$ cat src/rtl/pipe_hazard_ctrl.sv
// -----------------------------------------------------------------------------
// pipe_hazard_ctrl
//
// Pipeline hazard control unit. Produces the stall and flush strobes for the
// PC, IF/ID, ID/EX and EX/MEM pipeline registers from three hazard sources:
//   * load-use data hazards between the ID and EX stages,
//   * taken branches resolved in EX, including a flush that must outlive a
//     slow instruction fetch,
//   * multi-cycle multiply/divide operations, sequenced by a counter FSM.
//
// Handshake note: ex_md_start is a level held high by EX for as long as the
// mult/div instruction stays in EX. It is accepted only in IDLE. md_done is a
// one-cycle pulse in which no stall is raised, so the instruction leaves EX on
// the following edge. There is no other valid/ready style handshake here.
//
// Parameters:
//   MULT_CYCLES  stall cycles for a multiply (1..63)
//   DIV_CYCLES   stall cycles for a divide   (1..63)
//
// Ports:
//   clk              in   pipeline clock, rising-edge active
//   rst              in   asynchronous active-high reset; forces outputs to 0
//   id_Rs, id_Rt     in   source registers of the instruction in ID
//   id_use_rs/rt     in   the ID instruction actually reads Rs / Rt
//   ex_MemRead       in   instruction in EX is a load
//   ex_wreg          in   destination register of the instruction in EX
//   ex_branch_taken  in   branch/jump in EX is taken this cycle
//   ex_md_start      in   EX instruction is mult/div (held while in EX)
//   ex_md_is_div     in   1 = divide, 0 = multiply
//   inst_ready       in   instruction memory delivers a word this cycle
//   stall_pc         out  hold the PC
//   stall_if_id      out  hold IF/ID
//   flush_if_id      out  bubble into IF/ID
//   stall_id_ex      out  hold ID/EX
//   flush_id_ex      out  bubble into ID/EX
//   flush_ex_mem     out  bubble into EX/MEM
//   md_busy          out  mult/div sequencer is in BUSY (FSM state view)
//   md_done          out  one-cycle pulse: mult/div result valid
// -----------------------------------------------------------------------------
module pipe_hazard_ctrl #(
   parameter int MULT_CYCLES = 3,
   parameter int DIV_CYCLES  = 33
) (
   input  logic       clk,
   input  logic       rst,
   input  logic [4:0] id_Rs,
   input  logic [4:0] id_Rt,
   input  logic       id_use_rs,
   input  logic       id_use_rt,
   input  logic       ex_MemRead,
   input  logic [4:0] ex_wreg,
   input  logic       ex_branch_taken,
   input  logic       ex_md_start,
   input  logic       ex_md_is_div,
   input  logic       inst_ready,
   output logic       stall_pc,
   output logic       stall_if_id,
   output logic       flush_if_id,
   output logic       stall_id_ex,
   output logic       flush_id_ex,
   output logic       flush_ex_mem,
   output logic       md_busy,
   output logic       md_done
);

   typedef enum logic {
      MD_IDLE = 1'b0,
      MD_BUSY = 1'b1
   } md_state_t;

   // Counter preload values. The start cycle is itself a stall cycle, so
   // BUSY only has to cover the remaining N-1 stall cycles.
   localparam logic [5:0] MULT_LOAD = 6'(MULT_CYCLES - 1);
   localparam logic [5:0] DIV_LOAD  = 6'(DIV_CYCLES - 1);

   // ---------------------------------------------------------------------------
   // State
   // ---------------------------------------------------------------------------
   md_state_t  state;
   logic [5:0] cnt;
   logic       pend_flush;

   // ---------------------------------------------------------------------------
   // Internal hazard terms (before reset gating)
   // ---------------------------------------------------------------------------
   logic       md_stall;
   logic       md_fin;
   logic       rs_hit;
   logic       rt_hit;
   logic       load_use;
   logic       lu_eff;
   logic       br_eff;
   logic       stall_if_raw;
   logic       flush_if_raw;
   logic       pend_next;

   // Mult/div stall: the accepting cycle plus every BUSY cycle with work left.
   // The BUSY cycle with cnt==0 is the done cycle and is deliberately stall-free.
   always_comb begin
      md_stall = 1'b0;
      md_fin   = 1'b0;
      case (state)
         MD_IDLE: md_stall = ex_md_start;
         MD_BUSY: begin
            md_stall = (cnt != 6'd0);
            md_fin   = (cnt == 6'd0);
         end
         default: begin
            md_stall = 1'b0;
            md_fin   = 1'b0;
         end
      endcase
   end

   // Load-use detection. Register 0 is hard-wired zero, so a load targeting it
   // never creates a real dependency.
   always_comb begin
      rs_hit   = id_use_rs && (id_Rs == ex_wreg);
      rt_hit   = id_use_rt && (id_Rt == ex_wreg);
      load_use = ex_MemRead && (ex_wreg != 5'd0) && (rs_hit || rt_hit);
   end

   // A mult/div stall freezes EX, so a load-use or branch seen in the same
   // cycle is not yet real: both are masked until EX moves again.
   always_comb begin
      lu_eff       = load_use && !md_stall;
      br_eff       = ex_branch_taken && !md_stall;
      stall_if_raw = md_stall || lu_eff;
      // Bubble IF/ID when fetch has nothing valid, when a taken branch must
      // squash the wrong-path fetch, or when such a squash is still owed.
      // A hold on IF/ID always wins over the bubble.
      flush_if_raw = (!inst_ready || br_eff || pend_flush) && !stall_if_raw;
   end

   // pend_flush remembers a branch squash that arrived while fetch was still
   // waiting. It is released on the first cycle IF/ID can actually accept a
   // valid word; that cycle still flushes, squashing the late wrong-path word.
   always_comb begin
      pend_next = pend_flush;
      if (br_eff && !inst_ready) begin
         pend_next = 1'b1;
      end else if (inst_ready && !stall_if_raw) begin
         pend_next = 1'b0;
      end
   end

   // ---------------------------------------------------------------------------
   // Mult/div sequencer
   // ---------------------------------------------------------------------------
   always_ff @(posedge clk or posedge rst) begin
      if (rst) begin
         state <= MD_IDLE;
         cnt   <= 6'd0;
      end else begin
         case (state)
            MD_IDLE: begin
               if (ex_md_start) begin
                  // A one-cycle operation loads zero and goes straight to the
                  // done cycle.
                  cnt   <= ex_md_is_div ? DIV_LOAD : MULT_LOAD;
                  state <= MD_BUSY;
               end
            end
            MD_BUSY: begin
               if (cnt != 6'd0) begin
                  cnt <= cnt - 6'd1;
               end else begin
                  state <= MD_IDLE;
               end
            end
            default: begin
               state <= MD_IDLE;
               cnt   <= 6'd0;
            end
         endcase
      end
   end

   // ---------------------------------------------------------------------------
   // Pending branch flush
   // ---------------------------------------------------------------------------
   always_ff @(posedge clk or posedge rst) begin
      if (rst) begin
         pend_flush <= 1'b0;
      end else begin
         pend_flush <= pend_next;
      end
   end

   // ---------------------------------------------------------------------------
   // Outputs. Everything is held low while reset is asserted, including terms
   // that would otherwise follow the inputs combinationally.
   // ---------------------------------------------------------------------------
   assign stall_pc     = !rst && (stall_if_raw || !inst_ready);
   assign stall_if_id  = !rst && stall_if_raw;
   assign flush_if_id  = !rst && flush_if_raw;
   assign stall_id_ex  = !rst && md_stall;
   assign flush_id_ex  = !rst && lu_eff;
   assign flush_ex_mem = !rst && md_stall;
   assign md_busy      = !rst && (state == MD_BUSY);
   assign md_done      = !rst && md_fin;

endmodule

$ cat config.mk
export PLATFORM = sky130hd
export DESIGN_NAME = pipe_hazard_ctrl
export DESIGN_NICKNAME = d
export VERILOG_FILES = /design/src/rtl/pipe_hazard_ctrl.sv
export SDC_FILE = /design/constraint.sdc
export NUM_CORES = 1
export LEC_CHECK = 0
export BUFFER_PORTS_ARGS = -buffer_cell sky130_fd_sc_hd__buf_2
export CORE_AREA = 4 4 45 47
export CTS_BUF_LIST = sky130_fd_sc_hd__clkbuf_16
export DETAILED_ROUTE_END_ITERATION = 6
export DIE_AREA = 0 0 49 51
export PLACE_DENSITY = 0.74
export REMOVE_ABC_BUFFERS = 1
export SYNTH_ARGS = -nofsm -noshare
export SYNTH_HDL_FRONTEND = slang
export SYNTH_SLANG_ARGS = --single-unit
$ cat constraint.sdc
create_clock -name clk -period 2.35 [get_ports clk]
set_clock_uncertainty 0.05 [all_clocks]
set_input_delay 0.47 -clock clk [delete_from_list [all_inputs] [get_ports clk]]
set_output_delay 0.47 -clock clk [all_outputs]
set_load 0.01 [all_outputs]
# Yosys cells after proc, flatten, opt, wreduce, memory -nomap -nowiden
# Cells that the tools add are included.
# word_totals
out_inout_bits	8
ff_bits	8
# op_classes
n_bitwise	1
n_addsub	1
muxes	11
reduce_logical	30
n_eq_ne	4
# op_table
op	n
$mux 6	3
$logic_and 1x1->1	16
$pmux 6 s2	1
$eq 5x5->1	2
$logic_not 6->1	1
$reduce_bool 6->1	1
$sub 6x1->6 const B	1
$logic_or 1x1->1	5
$mux 1	5
$reduce_bool 5->1	1
$logic_not 1->1	4
$pmux 1 s2	2
$ne 2x1->1 const B	1
$ne 2x2->1 const B	1
$reduce_and 2->1	1
$reduce_bool 2->1	1
$not 1->1	1

# Depth between registers and ports, before layout
# Gate-level depths: netlist of the first run.
# depth
depth_word	10
ltp_mapped	6
mapped_depth_nobuf	6

# Worst setup path before layout of the first run
# OpenSTA, ideal clock, no wires.
# synth_timing
path_type	register to output
startpoint	reg cnt[2]
endpoint	out flush_id_ex
slack_ns	0.301
t_arrival_ns	1.529
path_stages_with_launch	6
t_required_ns	1.830
path_buffers	1
path_cell_list	dfrtp_1 -> or3_1 -> buf_6 -> o21ai_4 -> inv_2 -> nor4_2
# synth_via
elab_chain_cells	5
# synth_lines
element	line_no	source
start, declared	80	logic [5:0] cnt;
start signal, assigned	160	cnt <= ex_md_is_div ? DIV_LOAD : MULT_LOAD;
start signal, assigned	166	cnt <= cnt - 6'd1;
$reduce_bool 6->1	105	md_stall = (cnt != 6'd0);
$pmux 1 s2	102	case (state)
named net md_stall	86	logic md_stall;
$logic_not 1->1	126	lu_eff = load_use && !md_stall;
$logic_and 1x1->1	126	
$logic_and 1x1->1	198	assign flush_id_ex = !rst && lu_eff;
end, declared	60	output logic flush_id_ex,
# The timed path passes the listed nets, and every way through them passes these cells.

# Worst setup path in the final report of the first run
# layout_timing
startpoint	reg cnt[0]
endpoint	out md_done
# layout_via
elab_chain_cells	3
# layout_lines
element	line_no	source
$logic_not 6->1	106	md_fin = (cnt == 6'd0);
$mux 1	102	
$logic_and 1x1->1	201	assign md_done = !rst && md_fin;
end, declared	63	output logic md_done
# No other way between the ends.

==> qor.log, run 1 <==
INFO  status         outcome=finished clean
INFO  critical_path  timing.critical_path.max_delay_family=simple AND/OR/NAND/NOR gates
INFO  global_route   grt_overflow=0
INFO  critical_path  critPathKind=flip-flop to output pin
INFO  placement      pre_cts_ws=90.5ps
INFO  yosys          yosysSeqAreaShare=28.7%
INFO  critical_path  slowest_stage=sky130_fd_sc_hd__dfrtp_1
INFO  clock_tree     tritoncts=built
INFO  yosys          synth_enable_flop_cells=0
INFO  cells_and_area fin_area=982um2
INFO  timing         report.final.hold_viol_count=0
INFO  critical_path  critPathRequiredTime=1830ps
INFO  timing         timing.final.crit_period=2300ps
INFO  power_and_ir_drop leakagePower=0.000472uW
INFO  floorplan      initial_core_util=42.3%
INFO  clock_tree     later_pin_clock_latency_in_the_skew_report=230ps
INFO  critical_path  critPathMaxFanout=5
INFO  yosys          synthCells=80
INFO  placement      place.detailed.hpwl=1360um
INFO  timing         timing.final.max_slew_violations=0
INFO  global_route   grt_start_max_net_pins=11
INFO  critical_path  setup.worst_path.end_class=output pin
INFO  global_route   gr-usage-all-layers=14.7%
INFO  cells_and_area most_common_library_cell_in_the_layout_ignoring_fill_and_taps=sky130_fd_sc_hd__buf_2
INFO  critical_path  worst_path_largest_cell_delay=410ps
INFO  route          vias_per_cell=5.29
INFO  clock_tree     postCtsHoldBufs=0
INFO  yosys          synth-warning-count=0
INFO  clock_tree     cts_buffers=3
INFO  global_route   global_route_wire_length_before_repair=2860um
INFO  global_route   groute.layer.met1.usage=17.0%
INFO  route          dr_total_vias=709
INFO  cells_and_area nets=145
INFO  global_route   grt_antenna_before_repair=0
INFO  power_and_ir_drop power_density=1060nW/um2
INFO  timing         maxClockFrequency=0.434GHz
INFO  yosys          synthFlopType=sky130_fd_sc_hd__dfrtp_1
INFO  timing         finalSetupViolations=0
INFO  placement      place_congestion=0.797
INFO  cells_and_area fillCellCount=147
INFO  floorplan      core=1650um2
INFO  route          avgRoutedWirePerCell=12.8um
INFO  route          post-route-drc-count=0
INFO  floorplan      floorplan.die_area=2500um2
INFO  timing         final.period_utilization=98.0%
INFO  cells_and_area area_delta_synth_final=40.7%
INFO  route          dr.pass1.iters=4
INFO  route          postRouteAntennaNets=0
INFO  flow_run       maxCapViolations=0
INFO  timing         final_critical_path_setup_slack=46.2ps
INFO  power_and_ir_drop ir_worst_vdd=0.000492V
INFO  route          routed_wl=1710um
INFO  clock_tree     clkTransAtPathRegs=40ps
INFO  critical_path  crit_arrival=1780ps
INFO  critical_path  critPathBufInv=3
INFO  global_route   grt_util_met3=2.33%
INFO  cells_and_area seq_area=200um2
INFO  timing         max_slew.worst_pin.slew=492ps
INFO  cells_and_area num_antenna_cells=0
INFO  global_route   grt_pass1_vias=710
INFO  cells_and_area multi_input_area=455um2
INFO  floorplan      rows=15
INFO  clock_tree     cts-root-buf=sky130_fd_sc_hd__clkbuf_16
INFO  yosys          synthesis.area=698um2
INFO  timing         normalized_max_slew_margin=67.2%
INFO  clock_tree     cts-htree-levels=1
INFO  clock_tree     numClockSinks=8
INFO  critical_path  crit_chain=inv_1 -> ha_2 -> nand3b_1 -> buf_4 -> or2_2 -> nor2_1 -> buf_2
INFO  global_route   gr-max-usage-layer=met2
INFO  cells_and_area layout_common_cells=sky130_fd_sc_hd__buf_2 (31), sky130_fd_sc_hd__xor2_1 (11), sky130_fd_sc_hd__dfrtp_1 (8), sky130_fd_sc_hd__nor2_1 (7), sky130_fd_sc_hd__buf_4 (7)
INFO  placement      port_buffers=31
INFO  min_path       timing.hold.worst.class=primary input to asynchronous set/reset pin
INFO  placement      placement.cell_area=885um2
INFO  yosys          synth_async_sr_flop_share=100%
INFO  yosys          synthesis.area_per_instance=8.73um2
INFO  global_route   global_route.usage.met2=23.9%
INFO  floorplan      i_o_pin_count=32
INFO  critical_path  setup.worst_path.start_class=flip-flop
INFO  floorplan      die_width=49um
INFO  floorplan      floorplan.die.height=51um
INFO  yosys          ys_seq_elements=8
INFO  route          detail_route.iter0.violations=8
INFO  cells_and_area drive_above_1_share=42.7%
INFO  clock_tree     clockBufferDepth=2
INFO  yosys          synth_cell_type_count=39
INFO  timing         grt_setup_unrepaired=true
-- what timing repair did --
item	4_1_cts	5_1_grt
setup endpoints to repair	0	2
gates resized for setup	0	2
setup buffers	0	2
-- metal layers --
metal,share of wire (%),vias to the layer above
met5,0,-
met4,2.5,0
met3,7.2,4
met2,48,29
met1,42,317
li1,-,359
-- state kept, by name, indices dropped and copies added (netlist names) --
name        count
state           1
cnt             6
pend_flush      1
-- through the flow --
stage / std cells / hold WS [ps] / utilization, % / total power (uW) / setup TNS, ps
after global routing: 134 / 200 / 59.5 / 1120 / -30.0
after CTS: 132 / 169 / 58.1 / 1000 / 0
after global placement: 129 / 410 / 53.6 / 699 / 0
after floorplan: 76 / 252 / - / 559 / 0
final: 134 / 172 / 59.5 / 1040 / 0
after detailed placement: 129 / 409 / 53.6 / 712 / 0
-- logic make-up after synthesis --
family | synth area share (%)
XOR/XNOR | 16.3
AND/OR/NAND/NOR | 20.4
multiplexers | 1.43
adder cells (fa/ha/maj) | 3.58
flip-flops | 28.7
buffers and inverters | 7.17
AO/OA/AOI/OAI | 22.4
-- final timing paths --
| kind | from | endpoint | slack [ps] | cells after the start |
|---|---|---|---|---|
| worst min register to register | cnt[0] | cnt[0] | 500 | 1 |
| worst max-delay path | cnt[0] | md_done | 50 | 7 |
| min in group clk | ex_branch_taken | pend_flush | 440 | 3 |
| max in group asynchronous | rst | cnt[2] | 1730 | 3 |
| worst min-delay path | rst | state | 170 | 2 |
| worst max register to register | cnt[0] | pend_flush | 650 | 7 |
-- final cells by class --
type / count / share of cell area (%)
Multi-Input combinational cell: 62 / 46.4
Timing Repair Buffer: 38 / 21.1
Sequential cell: 8 / 20.4
Clock buffer: 3 / 7.64
Inverter: 6 / 2.29
Tap cell: 17 / 2.17
-- synthesized netlist by cell type (2+ instances only) --
library cell	count	area, um2
sky130_fd_sc_hd__or2_2	3	18.8
sky130_fd_sc_hd__o21ai_0	4	20.0
sky130_fd_sc_hd__dfrtp_1	8	200
sky130_fd_sc_hd__nor2_1	7	26.3
sky130_fd_sc_hd__nand2_1	4	15.0
sky130_fd_sc_hd__o211ai_1	2	15.0
sky130_fd_sc_hd__or3_1	2	12.5
sky130_fd_sc_hd__xor2_1	11	96.3
sky130_fd_sc_hd__nor2b_1	2	12.5
sky130_fd_sc_hd__xnor2_1	2	17.5
sky130_fd_sc_hd__ha_1	2	25.0
sky130_fd_sc_hd__nor4_1	2	12.5
sky130_fd_sc_hd__inv_1	5	18.8
-- power breakdown --
| group | internal [uW] | total [uW] | switching (uW) |
|---|---|---|---|
| clock network | 219 | 281 | 61.9 |
| registers | 208 | 275 | 67.1 |
| logic | 237 | 482 | 245 |
No activity file was read; power rests on OpenSTA's default activity.
==> inputs of run 2 (changes only) <==
==> constraint.sdc (replaced) <==
create_clock -name clk -period 2.35 [get_ports clk]
set_clock_uncertainty 0.05 [all_clocks]
set_input_delay 0.3525 -clock clk [delete_from_list [all_inputs] [get_ports clk]]
set_output_delay 0.3525 -clock clk [all_outputs]
set_load 0.01 [all_outputs]
==> run 2 against run 1 <==
Net effect:
- clock power hardly changed
- flip-flop and latch count stayed put
- worst hold slack worse by 66 ps
- sequential power hardly changed
- core utilization is 2.0 points lower
- critical path type unchanged
- largest cell class unchanged
- largest power group unchanged
- highest routed layer unchanged
==> qor.log, run 2 (same netlist as run 1, synthesis figures left out) <==
INFO  cells_and_area largest_reg_flops=6
INFO  clock_tree     later_pin_clock_latency_in_the_skew_report=230ps
INFO  power_and_ir_drop p_sw=388uW
INFO  critical_path  critPathKind=flip-flop to output pin
INFO  global_route   grt_start_max_net_pins=11
INFO  clock_tree     tritoncts=built
INFO  cells_and_area seq_area=200um2
INFO  critical_path  critPathRequiredTime=1950ps
INFO  timing         report.final.hold_viol_count=0
INFO  global_route   gr-max-usage-layer=met2
INFO  timing         final.period_utilization=94.6%
INFO  critical_path  setup.worst_path.start_class=flip-flop
INFO  global_route   grt_overflow=0
INFO  timing         timing.final.crit_period=2220ps
INFO  floorplan      rows=15
INFO  cells_and_area area_delta_synth_final=36.0%
INFO  status         outcome=finished clean
INFO  cells_and_area layout_common_cells=sky130_fd_sc_hd__buf_2 (31), sky130_fd_sc_hd__xor2_1 (11), sky130_fd_sc_hd__dfrtp_1 (8), sky130_fd_sc_hd__nor2_1 (7), sky130_fd_sc_hd__inv_1 (5)
INFO  route          dr.pass1.iters=4
INFO  critical_path  crit_chain=inv_1 -> ha_1 -> nand3b_1 -> o21ai_4 -> inv_2 -> nor4_2 -> buf_2
INFO  route          vias_per_cell=5.59
INFO  clock_tree     clkTransAtPathRegs=40ps
INFO  clock_tree     cts-root-buf=sky130_fd_sc_hd__clkbuf_16
INFO  route          avgRoutedWirePerCell=14.0um
INFO  placement      pre_cts_ws=208ps
INFO  floorplan      core=1650um2
INFO  timing         maxClockFrequency=0.450GHz
INFO  route          routed_wl=1830um
INFO  power_and_ir_drop power.switching_fraction=37.9%
INFO  clock_tree     cts_buffers=3
INFO  cells_and_area num_antenna_cells=0
INFO  timing         timing.final.max_slew_violations=0
INFO  power_and_ir_drop seq_power_share=27.0%
INFO  timing         final_critical_path_setup_slack=128ps
INFO  cells_and_area reg.largest.list=cnt (6), pend_flush (1), state (1)
INFO  global_route   global_route.usage.met2=26.3%
INFO  critical_path  source_of_the_worst_register_to_register_timing_path=cnt[0]
INFO  cells_and_area fillCellCount=158
INFO  route          detail_route.iter0.violations=7
INFO  critical_path  worst_path_largest_cell_delay=410ps
INFO  cells_and_area nets=142
INFO  critical_path  slowest_stage=sky130_fd_sc_hd__dfrtp_1
INFO  cells_and_area most_common_library_cell_in_the_layout_ignoring_fill_and_taps=sky130_fd_sc_hd__buf_2
INFO  timing         worst_hold_slack=107ps
INFO  route          post-route-drc-count=0
INFO  clock_tree     cts-htree-levels=1
INFO  power_and_ir_drop leakagePower=0.000458uW
INFO  timing         finalSetupViolations=0
INFO  global_route   groute.layer.met1.usage=16.1%
INFO  min_path       timing.hold.worst.class=primary input to asynchronous set/reset pin
INFO  clock_tree     clockBufferDepth=2
INFO  global_route   global_route_wire_length_before_repair=2920um
INFO  cells_and_area multi_input_area=448um2
INFO  placement      place.detailed.hpwl=1410um
INFO  floorplan      i_o_pin_count=32
INFO  floorplan      floorplan.die_area=2500um2
INFO  power_and_ir_drop ir_worst_vdd=0.000482V
INFO  cells_and_area cell_count_final_fillers_out=131
INFO  floorplan      initial_core_util=42.3%
INFO  timing         grt_setup_unrepaired=false
INFO  clock_tree     postCtsHoldBufs=0
INFO  flow_run       maxCapViolations=0
INFO  critical_path  critical_path.startpoint=cnt[0]
INFO  placement      port_buffers=31
INFO  critical_path  setup.worst_path.end_class=output pin
INFO  global_route   grt_pass1_vias=736
INFO  cells_and_area drive_above_1_share=39.5%
INFO  global_route   grt_util_met3=3.79%
INFO  placement      placedCellCount=126
INFO  cells_and_area max_flop_register=cnt
INFO  critical_path  crit_arrival=1820ps
INFO  floorplan      floorplan.die.height=51um
INFO  power_and_ir_drop power_density=1080nW/um2
INFO  power_and_ir_drop internal_power=635uW
INFO  timing         normalized_max_slew_margin=68.8%
INFO  critical_path  critPathMaxFanout=6
INFO  floorplan      die_width=49um
INFO  placement      place_congestion=0.771
INFO  timing         final.setup.tns=0ps
INFO  global_route   grt_antenna_before_repair=0
INFO  global_route   gr-usage-all-layers=15.3%
INFO  clock_tree     numClockSinks=8
INFO  route          dr_total_vias=732
INFO  power_and_ir_drop power.share.combinational=45.4%
INFO  route          postRouteAntennaNets=0
INFO  power_and_ir_drop clockPowerShare=27.6%
INFO  power_and_ir_drop total_power=1020uW
INFO  timing         max_slew.worst_pin.slew=468ps
[run 2: cell types whose count changed in the layout (fill, tap and decap cells not counted)]
cell / before / now
sky130_fd_sc_hd__buf_4: 7 / 3
sky130_fd_sc_hd__clkbuf_2: 0 / 1
sky130_fd_sc_hd__ha_1: 1 / 2
sky130_fd_sc_hd__ha_2: 1 / 0
sky130_fd_sc_hd__or3_1: 1 / 2
sky130_fd_sc_hd__or3_4: 1 / 0
[run 2: cell type report]
cell class	count	share of cell area, %
multi-input cells	62	47.2
repair buffers	35	19.2
inverters	6	2.37
flip-flops and latches	8	21.1
clock buffers	3	7.91
well taps	17	2.24
[run 2: repair_timing]
action | in CTS | in global routing
resized for setup | 0 | 0
endpoints found under the setup margin | 0 | 1
setup buffers | 0 | 2
[run 2: stage by stage]
step	utilization [%]	instance area, um2
finish	57.5	950
global route	57.5	950
CTS	56.7	937
detailed placement	52.2	862
global placement	52.2	862
floorplan	-	671
[run 2: path summary, 6_finish.rpt]
kind	to	slack, ps	cells past startpoint
setup / recovery	flush_id_ex	130	7
hold / removal	cnt[1]	110	2
setup reg to reg	pend_flush	570	7
hold reg to reg	cnt[0]	510	1
max in group asynchronous	cnt[4]	1860	2
min in group clk	pend_flush	350	3
[run 2: power groups by stage]
stage / registers (uW) / clock network [uW] / logic, uW
2_1_floorplan: 257 / 0 / 302
3_3_place_gp: 271 / 0 / 414
3_5_place_dp: 276 / 0 / 434
4_1_cts: 274 / 288 / 453
5_1_grt: 286 / 297 / 515
6_report: 276 / 283 / 465
[run 2: per-layer routing]
layer | part of all wire (%) | wire length [um]
met4 | 3.2 | 59
met3 | 8.4 | 153
met1 | 38 | 696
met5 | 0 | 0
met2 | 50 | 918
[run 2: critical path: cells and delay by family, from the launching register on]
family          cells  cell delay, ps
flops               1             410
simple gates        2             380
buf+inv             3             350
compound gates      1             280
fa+ha+maj           1             170
==> inputs of run 3 (changes only) <==
--- a/config.mk
+++ b/config.mk
@@ -6,11 +6,11 @@
 export NUM_CORES = 1
 export LEC_CHECK = 0
 export BUFFER_PORTS_ARGS = -buffer_cell sky130_fd_sc_hd__buf_2
-export CORE_AREA = 4 4 45 47
+export CORE_AREA = 4 4 47 49
 export CTS_BUF_LIST = sky130_fd_sc_hd__clkbuf_16
 export DETAILED_ROUTE_END_ITERATION = 6
-export DIE_AREA = 0 0 49 51
-export PLACE_DENSITY = 0.74
+export DIE_AREA = 0 0 51 53
+export PLACE_DENSITY = 0.71
 export REMOVE_ABC_BUFFERS = 1
 export SYNTH_ARGS = -nofsm -noshare
 export SYNTH_HDL_FRONTEND = slang
==> constraint.sdc (replaced) <==
create_clock -name clk -period 1.95 [get_ports clk]
set_clock_uncertainty 0.05 [all_clocks]
set_input_delay 0.2925 -clock clk [delete_from_list [all_inputs] [get_ports clk]]
set_output_delay 0.2925 -clock clk [all_outputs]
set_load 0.01 [all_outputs]
==> run 3 against run 2 <==
Net effect:
- the run now ends with setup timing left
- flip-flop and latch count did not move
- wire length grew 2.8%
- critical path type unchanged
- worst hold slack gained 20 ps
- core utilization increased by 2.9 points
- sequential power increased by 15%
- die area grew 8.2%
- via count rose by 4.2%
- setup slack got worse by 190 ps
- first-iteration DRC count fell by 14%
- non-clock buffer count rose by 14
==> qor.log, run 3 (same netlist as run 1, synthesis figures left out) <==
INFO  placement      port_buffers=31
INFO  cells_and_area most_common_library_cell_in_the_layout_ignoring_fill_and_taps=sky130_fd_sc_hd__buf_2
INFO  global_route   grt_pass1_vias=775
INFO  critical_path  critPathRequiredTime=1610ps
INFO  timing         final_critical_path_setup_slack=-58.1ps
INFO  critical_path  source_of_the_worst_register_to_register_timing_path=cnt[3]
INFO  timing         normalized_max_slew_margin=66.9%
INFO  route          post-route-drc-count=0
INFO  global_route   grt_start_max_net_pins=11
INFO  global_route   grt_overflow=0
INFO  timing         maxClockFrequency=0.498GHz
INFO  timing         max_slew.worst_pin.slew=496ps
INFO  placement      place.detailed.hpwl=1410um
INFO  clock_tree     cts-htree-levels=1
INFO  power_and_ir_drop ir_worst_vdd=0.000666V
INFO  critical_path  critical_path.startpoint=cnt[3]
INFO  floorplan      floorplan.die_area=2700um2
INFO  clock_tree     cts_buffers=3
INFO  global_route   global_route_wire_length_before_repair=3140um
INFO  timing         grt_setup_unrepaired=true
INFO  floorplan      rows=16
INFO  global_route   grt_antenna_before_repair=0
INFO  timing         timing.final.max_slew_violations=0
INFO  power_and_ir_drop power_density=1320nW/um2
INFO  clock_tree     clockBufferDepth=2
INFO  flow_run       maxCapViolations=0
INFO  route          vias_per_cell=4.92
INFO  placement      place_congestion=0.797
INFO  cells_and_area reg.largest.list=cnt (6), pend_flush (1), state (1)
INFO  cells_and_area layout_common_cells=sky130_fd_sc_hd__buf_2 (29), sky130_fd_sc_hd__buf_4 (14), sky130_fd_sc_hd__xor2_1 (11), sky130_fd_sc_hd__dfrtp_1 (8)
INFO  route          postRouteAntennaNets=0
INFO  route          dr.pass1.iters=4
INFO  floorplan      initial_core_util=37.5%
INFO  status         failed_checks=setup timing
INFO  floorplan      core=1860um2
INFO  power_and_ir_drop leakagePower=0.000537uW
INFO  route          routed_wl=1880um
INFO  clock_tree     later_pin_clock_latency_in_the_skew_report=230ps
INFO  critical_path  setup.worst_path.end_class=output pin
INFO  placement      pre_cts_ws=26.5ps
INFO  placement      placedCellCount=142
INFO  min_path       timing.hold.worst.class=primary input to asynchronous set/reset pin
INFO  timing         final.period_utilization=103%
INFO  clock_tree     tritoncts=built
INFO  floorplan      i_o_pin_count=32
INFO  timing         finalSetupViolations=4
INFO  clock_tree     clkTransAtPathRegs=40ps
INFO  critical_path  critPathMaxFanout=5
INFO  cells_and_area largest_reg_flops=6
INFO  critical_path  critPathKind=flip-flop to output pin
INFO  timing         report.final.hold_viol_count=0
INFO  critical_path  crit_arrival=1670ps
INFO  floorplan      floorplan.die.height=53um
INFO  cells_and_area drive_above_1_share=50.0%
INFO  cells_and_area area_delta_synth_final=61.1%
INFO  clock_tree     numClockSinks=8
INFO  route          avgRoutedWirePerCell=12.1um
INFO  status         outcome=finished with violations
INFO  cells_and_area nets=156
INFO  clock_tree     cts-root-buf=sky130_fd_sc_hd__clkbuf_16
INFO  timing         timing.final.crit_period=2010ps
INFO  global_route   gr-usage-all-layers=15.4%
INFO  cells_and_area max_flop_register=cnt
INFO  cells_and_area num_antenna_cells=0
INFO  floorplan      die_width=51um
INFO  cells_and_area cell_count_final_fillers_out=155
INFO  route          dr_total_vias=763
INFO  route          detail_route.iter0.violations=6
INFO  critical_path  setup.worst_path.start_class=flip-flop
==> run 3: worst max-delay path, cell delays in order (launching register included) <==
cell and delay [ps]:
sky130_fd_sc_hd__dfrtp_1 370, sky130_fd_sc_hd__or3_4 410, sky130_fd_sc_hd__o21ai_4 260, sky130_fd_sc_hd__a31o_2 200, sky130_fd_sc_hd__a31oi_1 40, sky130_fd_sc_hd__buf_2 160
==> run 3: worst paths after layout <==
path	depth (start not counted)	to	slack, ps
min in group clk	3	pend_flush	260
worst min-delay path	3	state	130
worst max-delay path	5	stall_pc	-60
max in group asynchronous	3	cnt[2]	1600
worst max register to register	6	pend_flush	190
worst min register to register	2	pend_flush	530
==> run 3: area by class of cell <==
cell class | instances | area [um2]
inverter | 6 | 22.5
tap | 27 | 33.8
sequential | 8 | 200
fill | 175 | 737
clock buffer | 3 | 75.1
timing repair buffer | 49 | 318
multi-input combinational | 62 | 475
==> run 3: per-layer routing <==
layer | track usage, % | share of wire [%] | vias up
met3 | 3.10 | 8.4 | 4
met4 | 9.87 | 1.7 | 0
met2 | 27.9 | 50 | 34
met1 | 16.1 | 40 | 339
li1 | - | - | 386
met5 | 0 | 0 | -
==> run 3: through the flow <==
| stage | power (uW) | instance area, um2 | setup TNS [ps] | utilization (%) | hold slack (ps) |
|---|---|---|---|---|---|
| 5_1_grt | 1610 | 1120 | -544 | 60.4 | 152 |
| 2_1_floorplan | 674 | 671 | 0 | - | 74.8 |
| 3_3_place_gp | 883 | 920 | 0 | 49.4 | 330 |
| 3_5_place_dp | 908 | 920 | 0 | 49.4 | 349 |
| 6_report | 1490 | 1120 | -135 | 60.4 | 126 |
| 4_1_cts | 1410 | 1070 | -187 | 57.7 | 108 |
==> run 3: what timing repair did <==
action                     CTS  global route
pin swaps                    5             5
resized for setup           10             4
setup endpoints to repair    6             7
hold buffers                 0             0
buffers inserted             7             4
==> run 3: report_power, final <==
group / leakage (uW) / internal, uW / switching, uW
Sequential: 0.0000902 / 250 / 66.5
Clock: 0.0000370 / 264 / 75.3
Combinational: 0.000409 / 452 / 379
